===== config.mk =====
export PLATFORM = sky130hd
export DESIGN_NAME = ofifo
export DESIGN_NICKNAME = d
export VERILOG_FILES = /design/src/rtl/ofifo_pkg.sv /design/src/rtl/ofifo_col.sv /design/src/rtl/ofifo.sv
export SDC_FILE = /design/constraint.sdc
export NUM_CORES = 1
export LEC_CHECK = 0
export BUFFER_PORTS_ARGS = -buffer_cell sky130_fd_sc_hd__buf_2
export CORE_ASPECT_RATIO = 1.25
export CORE_MARGIN = 3
export CORE_UTILIZATION = 55
export DETAILED_ROUTE_END_ITERATION = 7
export PLACE_DENSITY = 0.71
export SKIP_LAST_GASP = 1
export SYNTH_ARGS = -nofsm -noshare
export SYNTH_HDL_FRONTEND = slang
export SYNTH_SLANG_ARGS = --single-unit

===== constraint.sdc =====
create_clock -name clk -period 6.9 [get_ports clk]
set_clock_uncertainty 0.15 [all_clocks]
set_input_delay 1.035 -clock clk [delete_from_list [all_inputs] [get_ports clk]]
set_output_delay 1.035 -clock clk [all_outputs]
set_load 0.05 [all_outputs]

===== src/rtl/ofifo_pkg.sv =====
// Shared accelerator constants for the MAC-array output path.
//   COL         : number of array columns / FIFO lanes
//   PSUM_BW     : bits per column partial sum
//   OFIFO_DEPTH : entries per column FIFO (power of 2, >= 2)
//   lane_of     : extract lane c from a packed COL*PSUM_BW bus
package ofifo_pkg;

    localparam int COL         = 8;
    localparam int PSUM_BW     = 16;
    localparam int OFIFO_DEPTH = 8;

    function automatic logic [PSUM_BW-1:0] lane_of(
        input logic [PSUM_BW*COL-1:0] bus,
        input int unsigned            c
    );
        return bus[PSUM_BW*c +: PSUM_BW];
    endfunction

endpackage


===== src/rtl/ofifo_col.sv =====
// Single-lane circular FIFO used for one array column.
//   clk   : rising-edge clock
//   reset : asynchronous active-high reset (pointers and count only)
//   wr    : write strobe; ignored when the lane is full
//   rd    : pop strobe; caller guarantees the lane is non-empty
//   din   : write data
//   dout  : head entry (first-word-fall-through, not gated)
//   count : number of stored entries, 0..depth
module ofifo_col
    import ofifo_pkg::*;
#(
    parameter int width = PSUM_BW,
    parameter int depth = OFIFO_DEPTH
) (
    input  logic                     clk,
    input  logic                     reset,
    input  logic                     wr,
    input  logic                     rd,
    input  logic [width-1:0]         din,
    output logic [width-1:0]         dout,
    output logic [$clog2(depth):0]   count
);

    localparam int AW = $clog2(depth);
    localparam logic [AW:0] FULL_CNT = (AW+1)'(depth);

    logic [width-1:0] mem [depth];
    logic [AW-1:0]    wptr;
    logic [AW-1:0]    rptr;
    logic             wr_ok;

    // Fullness is judged on the pre-pop count, so a write to a full
    // lane is dropped even when a pop happens on the same edge.
    assign wr_ok = wr && (count != FULL_CNT);

    // Storage is intentionally left out of reset.
    always_ff @(posedge clk) begin
        if (wr_ok)
            mem[wptr] <= din;
    end

    always_ff @(posedge clk or posedge reset) begin
        if (reset) begin
            wptr  <= '0;
            rptr  <= '0;
            count <= '0;
        end else begin
            if (wr_ok)
                wptr <= wptr + 1'b1;
            if (rd)
                rptr <= rptr + 1'b1;
            case ({wr_ok, rd})
                2'b10:   count <= count + 1'b1;
                2'b01:   count <= count - 1'b1;
                default: count <= count;
            endcase
        end
    end

    assign dout = mem[rptr];

endmodule


===== src/rtl/ofifo.sv =====
// Output FIFO between the MAC array and the SFU. Each column is buffered
// independently; a row is presented once every column holds data.
//   clk      : rising-edge clock
//   reset    : asynchronous active-high reset
//   wr_i     : per-column write strobes
//   psum_in  : packed column data, lane c at [psum_bw*(c+1)-1 : psum_bw*c]
//   rd_i     : pop one aligned row
//   psum_out : head of every column, zero while no full row is available
//   valid_o  : every column holds at least one entry
//   full_o   : some column holds depth entries
//   ready_o  : no column is full
//   ovf_o    : sticky, a write hit a full column
//   udf_o    : sticky, rd_i asserted while valid_o was low
module ofifo
    import ofifo_pkg::*;
#(
    parameter int col     = COL,
    parameter int psum_bw = PSUM_BW,
    parameter int depth   = OFIFO_DEPTH
) (
    input  logic                     clk,
    input  logic                     reset,
    input  logic [col-1:0]           wr_i,
    input  logic [psum_bw*col-1:0]   psum_in,
    input  logic                     rd_i,
    output logic [psum_bw*col-1:0]   psum_out,
    output logic                     valid_o,
    output logic                     full_o,
    output logic                     ready_o,
    output logic                     ovf_o,
    output logic                     udf_o
);

    localparam int AW = $clog2(depth);
    localparam logic [AW:0] FULL_CNT = (AW+1)'(depth);

    logic [psum_bw*col-1:0] head;
    logic [col-1:0]         lane_ne;
    logic [col-1:0]         lane_full;
    logic                   pop;

    assign pop = rd_i && valid_o;

    for (genvar c = 0; c < col; c++) begin : g_col
        logic [AW:0] cnt;

        ofifo_col #(
            .width (psum_bw),
            .depth (depth)
        ) u_col (
            .clk   (clk),
            .reset (reset),
            .wr    (wr_i[c]),
            .rd    (pop),
            .din   (psum_in[psum_bw*c +: psum_bw]),
            .dout  (head[psum_bw*c +: psum_bw]),
            .count (cnt)
        );

        assign lane_ne[c]   = (cnt != '0);
        assign lane_full[c] = (cnt == FULL_CNT);
    end

    assign valid_o  = &lane_ne;
    assign full_o   = |lane_full;
    assign ready_o  = ~full_o;
    assign psum_out = valid_o ? head : '0;

    always_ff @(posedge clk or posedge reset) begin
        if (reset) begin
            ovf_o <= 1'b0;
            udf_o <= 1'b0;
        end else begin
            if (|(wr_i & lane_full))
                ovf_o <= 1'b1;
            if (rd_i && !valid_o)
                udf_o <= 1'b1;
        end
    end

endmodule


==> results.cfg, run 1 <==
[setup_path]
worst_path_largest_cell_delay_ns = 0.63
cp_cell_sequence = nor4_1, nor4_4, nand3_4, buf_4, nor2_1, buf_2
critPathSlowestCell = buf_4
critical_path_class = reg2out
worstPathArrival_ns = 3.25
cp-end-kind = output port
reg2regPathDepth = 11
cp.required_ns = 5.71
regToRegSetupSlack_ns = 2.71
startpoint_type = register
r2r-start = g_col[5].u_col.count[1]
crit_path_max_fanout = 65
rr_endpoint = g_col[3].u_col.count[2]

[timing]
setup_viol = 0
rsz0062_at_grt = no
tightestPinTransition_ns = 1.18
drv_slew = 0
period_minus_slack_ns = 4.44
fin_setup_tns_ns = 0
finalHoldViolCount = 0
clock.fmax_ghz = 0.225
holdWs_ns = 0.208
maxSlewHeadroom = 0.213
post-route-period-util = 0.643

[die]
dieWidth_um = 258
core_mm2 = 0.0779
start_util = 0.559
pin_count = 272
dieArea_mm2 = 0.0826
row_count = 114
die-height_um = 321

[status]
outcome = finished, final reports clean

[final_layout]
final_cell_mix = edfxtp_1 (1024), buf_2 (271), mux4_2 (256)
nets = 2639
final_common_cell = edfxtp_1
fin_area_mm2 = 0.0499
syn2layout_area_growth_pct = 14.7
fin_cells = 3601
drive_gt1_frac = 0.315
nFillCells = 5310

[synth]
synth.distinct_cells = 42
synth-seq-cells = 1106
synth-seq-area-share = 0.754
netlist_area_mm2 = 0.0435
synth_area_leaders = edfxtp_1 (71%), mux4_2 (13%), dfrtp_1 (4.7%)
synth-edff-count = 1024
ys.flop_type = edfxtp_1
synth_area_per_cell_um2 = 20.5
synth_warnings = 0
synth_top_cell_by_area = edfxtp_1
syn_inst = 2120
netlist.area_leader.share = 0.706
syn_nets = 2299
async_flop_share = 0.0741

[route]
totalWireLength_um = 87300
wire_per_inst_um = 24.2
ant_nets = 0
firstDrtPassIters = 5
routed_via_density = 5.83
num_vias = 21000
drt-initial-drc-count = 1718
drcViolationCount = 0

[clocking]
htree_num_levels = 3
cts-root-buf = clkbuf_16
cts_buffers = 102
cts_setup_buffers = 0
clk_path_buf_depth = 3
insertion_delay_ns = 0.65
cts_resized = 0
clkTransAtPathRegs_ns = 0.06
cts_tree = yes
ctsHoldBuffers = 0
clock_sinks = 1106

[place]
dp_hpwl_um = 52100
gp_congestion = 0.751
placedCellCount = 3400
place_area_mm2 = 0.0465
port_buffers = 271

[grt]
antenna_found_initial = 17
grt_pass1_wl_um = 136000
grt_pass1_vias = 22400
grt_usage = 0.217
grt_overflow = 0
grt_max_degree = 66

[worst_hold_path]
hp-class = in2async

[flow_run]
max_cap_viol_count = 0
[synthesized netlist by cell type, types with 17 or more instances]
cell      count
buf_2        38
clkbuf_1     52
dfrtp_1      82
edfxtp_1   1024
ha_1         40
mux2_2       17
mux2i_1     128
mux4_2      256
nand2_1      52
nand2b_1     20
nor2_1      178
nor3_1       23
xnor2_1      36
xor2_1       31
[flip-flops by register name, indices dropped and copies added (netlist names)]
register,cells
g_col.u_col.count,32
g_col.u_col.mem,1024
g_col.u_col.rptr,24
g_col.u_col.wptr,24
ovf_o,1
udf_o,1
[worst max-delay path: cells and delay by family (launching register included)]
family	cells	cell delay [ns]
and+or+nand+nor	4	1.08
buffers and inverters	2	0.90
DFF	1	0.46
[final cells by class]
class,count,area [um^2],area share
Antenna cell,11,27.5,0.000551
Tap cell,1044,1310,0.0262
Sequential cell,1106,32800,0.657
Clock buffer,129,2700,0.0540
Clock inverter,61,679,0.0136
Timing Repair Buffer,338,1860,0.0372
Inverter,12,47.5,0.000952
Multi-Input combinational cell,900,10500,0.210
[metrics by stage]
step	worst slack, ns	utilization
after detailed placement	2.72	0.597
after floorplan	3.23	-
after global placement	3.02	0.597
final	2.46	0.641
after global routing	2.36	0.641
after CTS	2.40	0.641
[logic make-up after synthesis]
logic type / synth area share
AO/OA/AOI/OAI: 0.00486
adder cells (fa/ha/maj): 0.0115
AND/OR/NAND/NOR: 0.0388
buffers and inverters: 0.0112
flip-flops: 0.754
XOR/XNOR: 0.0135
multiplexers: 0.167
[metal layers]
metal / global-route usage / routed length [um] / share of wire / vias up
li1: - / - / - / 9254
met4: 0.0648 / 2000 / 0.023 / 16
met2: 0.371 / 45800 / 0.52 / 575
met3: 0.0392 / 4930 / 0.057 / 140
met5: 0 / 111 / 0.0013 / -
met1: 0.288 / 34400 / 0.39 / 11000
[worst max path at each step]
stage                                       start                  endpoint  slack, ns  cells past startpoint
after floorplan                           wr_i[4]  g_col[4].u_col.mem[0][0]       3.23                      3
after global placement    g_col[5].u_col.count[1]   g_col[0].u_col.count[2]       3.02                     11
after detailed placement  g_col[5].u_col.count[1]   g_col[3].u_col.count[2]       2.72                     11
after CTS                 g_col[5].u_col.count[1]              psum_out[23]       2.40                      6
after global routing      g_col[5].u_col.count[1]   g_col[3].u_col.count[2]       2.36                     11
final                     g_col[5].u_col.count[1]              psum_out[93]       2.46                      6
Power of run 1 is not shown: default switching activity piles up to over one toggle a cycle in this logic, so the estimate is an artifact.
==> inputs of run 2 (changes only) <==
- clock period: 6.9 -> 4.2 ns (I/O delays scaled with it)
==> run 2 against run 1 <==
  * Cell count increased by 0.86%
  * Register-to-register slack got worse by 1.8 ns
  * Wire length about the same
  * Worst setup slack got worse by 2.1 ns
==> results.cfg, run 2 (synthesis results as in run 1) <==
[status]
outcome = finished, final reports clean

[flow_run]
max_cap_viol_count = 0

[clocking]
clkTransAtPathRegs_ns = 0.06
clock_sinks = 1106
cts_tree = yes
insertion_delay_ns = 0.66
htree_num_levels = 3
cts_setup_buffers = 0
ctsHoldBuffers = 0
clk_path_buf_depth = 3
cts_resized = 0
cts_buffers = 103
cts-root-buf = clkbuf_16

[power_and_ir_drop]
p_leak_uw = 0.0174
total_power_uw = 41900
ir_drop_mv = 0.817
p_sw_uw = 16500
switching_share = 0.394
intPower_uw = 25400
power_density_mw_per_mm2 = 833
p_comb_frac = 0.401
p_clk_frac = 0.226
power_frac_seq = 0.373

[setup_path]
critPathSlowestCell = dfrtp_1
crit_path_max_fanout = 67
critPathBufInv = 3
worstPathArrival_ns = 3.07
cp-end-kind = output port
r2r-start = g_col[2].u_col.count[1]
startpoint_type = register
cp_cell_sequence = nor4_1, nor4_4, buf_4, nand3_4, buf_12, nor2_1, buf_2
cp_top_family = simple AND/OR/NAND/NOR gates
cp.required_ns = 3.42
critical_path_class = reg2out
worst_path_largest_cell_delay_ns = 0.48
cp-startpoint = g_col[5].u_col.count[1]

[final_layout]
drive_gt1_frac = 0.324
nFillCells = 5287
top_register = g_col.u_col.mem
largest_reg_flops = 1024
multi_input_area_mm2 = 0.0105
largest_registers = g_col.u_col.mem x1024, g_col.u_col.count x32
nets = 2666
final_cell_mix = edfxtp_1 (1024), buf_2 (270), mux4_2 (256)
syn2layout_area_growth_pct = 15.4
regArea_mm2 = 0.0328
final_common_cell = edfxtp_1

[timing]
post-route-period-util = 0.916
fin_setup_tns_ns = 0
setup_viol = 0
maxSlewHeadroom = 0.247
tightestPinTransition_ns = 1.13
drv_slew = 0
clock.fmax_ghz = 0.260
rsz0062_at_grt = no
finalHoldViolCount = 0
period_minus_slack_ns = 3.85

[route]
totalWireLength_um = 87300
routed_via_density = 5.80
drt-initial-drc-count = 1641
wire_per_inst_um = 24.0
firstDrtPassIters = 5
drcViolationCount = 0
ant_nets = 0
num_vias = 21100

[grt]
grt_pass1_wl_um = 135000
grt_overflow = 0
grt_pass1_vias = 22300
antenna_found_initial = 20
grt_usage = 0.215
grt_max_degree = 83

[die]
start_util = 0.559
row_count = 114
core_mm2 = 0.0779
pin_count = 272
dieWidth_um = 258
die-height_um = 321
dieArea_mm2 = 0.0826

[place]
gp_congestion = 0.741
port_buffers = 271
dp_hpwl_um = 53600

[worst_hold_path]
hp-class = in2reg
hp-start = wr_i[6]
-- run 2: cell count changes in the layout (fill, tap and decap cells not counted), sizes merged --
| cell | previous run | this run |
|---|---|---|
| buf | 338 | 364 |
| inv | 15 | 17 |
| bufinv | 14 | 15 |
| clkinvlp | 1 | 7 |
| diode | 11 | 14 |
| clkbuf | 129 | 122 |
-- run 2: worst reg2reg max path, stage by stage, from the launching register on --
cell	delay, ns
dfrtp_1	0.46
nor4_1	0.57
nor4_4	0.05
buf_4	0.21
nand4_4	0.09
inv_1	0.29
ha_1	0.41
xor2_1	0.17
ha_1	0.19
a21oi_1	0.17
xor2_1	0.17
nor2_1	0.07
xor2_1	0.14
-- run 2: area by class of cell --
type | instances | area share
antenna | 14 | 0.000697
tap | 1044 | 0.0260
multi-input combinational | 900 | 0.208
clock inverter | 70 | 0.0158
inverter | 12 | 0.000946
timing repair buffer | 364 | 0.0422
clock buffer | 122 | 0.0531
sequential | 1106 | 0.653
-- run 2: per-layer routing --
metal	global-route usage	wire length, um	vias to the layer above
li1	-	-	9300
met1	0.283	34400	11000
met2	0.367	45400	599
met3	0.0447	5580	132
met4	0.0627	1790	12
met5	0	84	-
-- run 2: worst paths after layout --
kind                       cells past startpoint                      end  slack [ns]
min in group asynchronous                      2   g_col[7].u_col.rptr[1]        0.10
max in group asynchronous                      2   g_col[2].u_col.rptr[0]        2.97
setup reg to reg                              12  g_col[6].u_col.count[2]        0.94
setup / recovery                               7             psum_out[43]        0.35
hold / removal                                 3                    ovf_o        0.06
hold reg to reg                                1                    udf_o        0.31
-- run 2: per-stage QoR --
step | cells | instance area, um^2 | utilization | worst slack [ns] | hold slack (ns)
after CTS | 3618 | 50200 | 0.645 | 0.294 | 0.00973
after floorplan | 2120 | 43500 | - | 0.930 | 0.306
after detailed placement | 3426 | 46800 | 0.600 | 0.947 | 0.294
after global routing | 3622 | 50200 | 0.645 | 0.210 | 0.0423
final | 3632 | 50200 | 0.645 | 0.351 | 0.0630
after global placement | 3426 | 46800 | 0.600 | 1.04 | 0.288
-- run 2: power groups by stage --
stage | Clock (uW) | Sequential, uW | Combinational, uW
finish | 9460 | 15600 | 16800
global route | 10100 | 15900 | 17900
CTS | 9670 | 15700 | 17100
detailed placement | 0 | 15900 | 17000
global placement | 0 | 15700 | 16700
floorplan | 0 | 14700 | 13500
No activity file was read; power rests on OpenSTA's default activity.
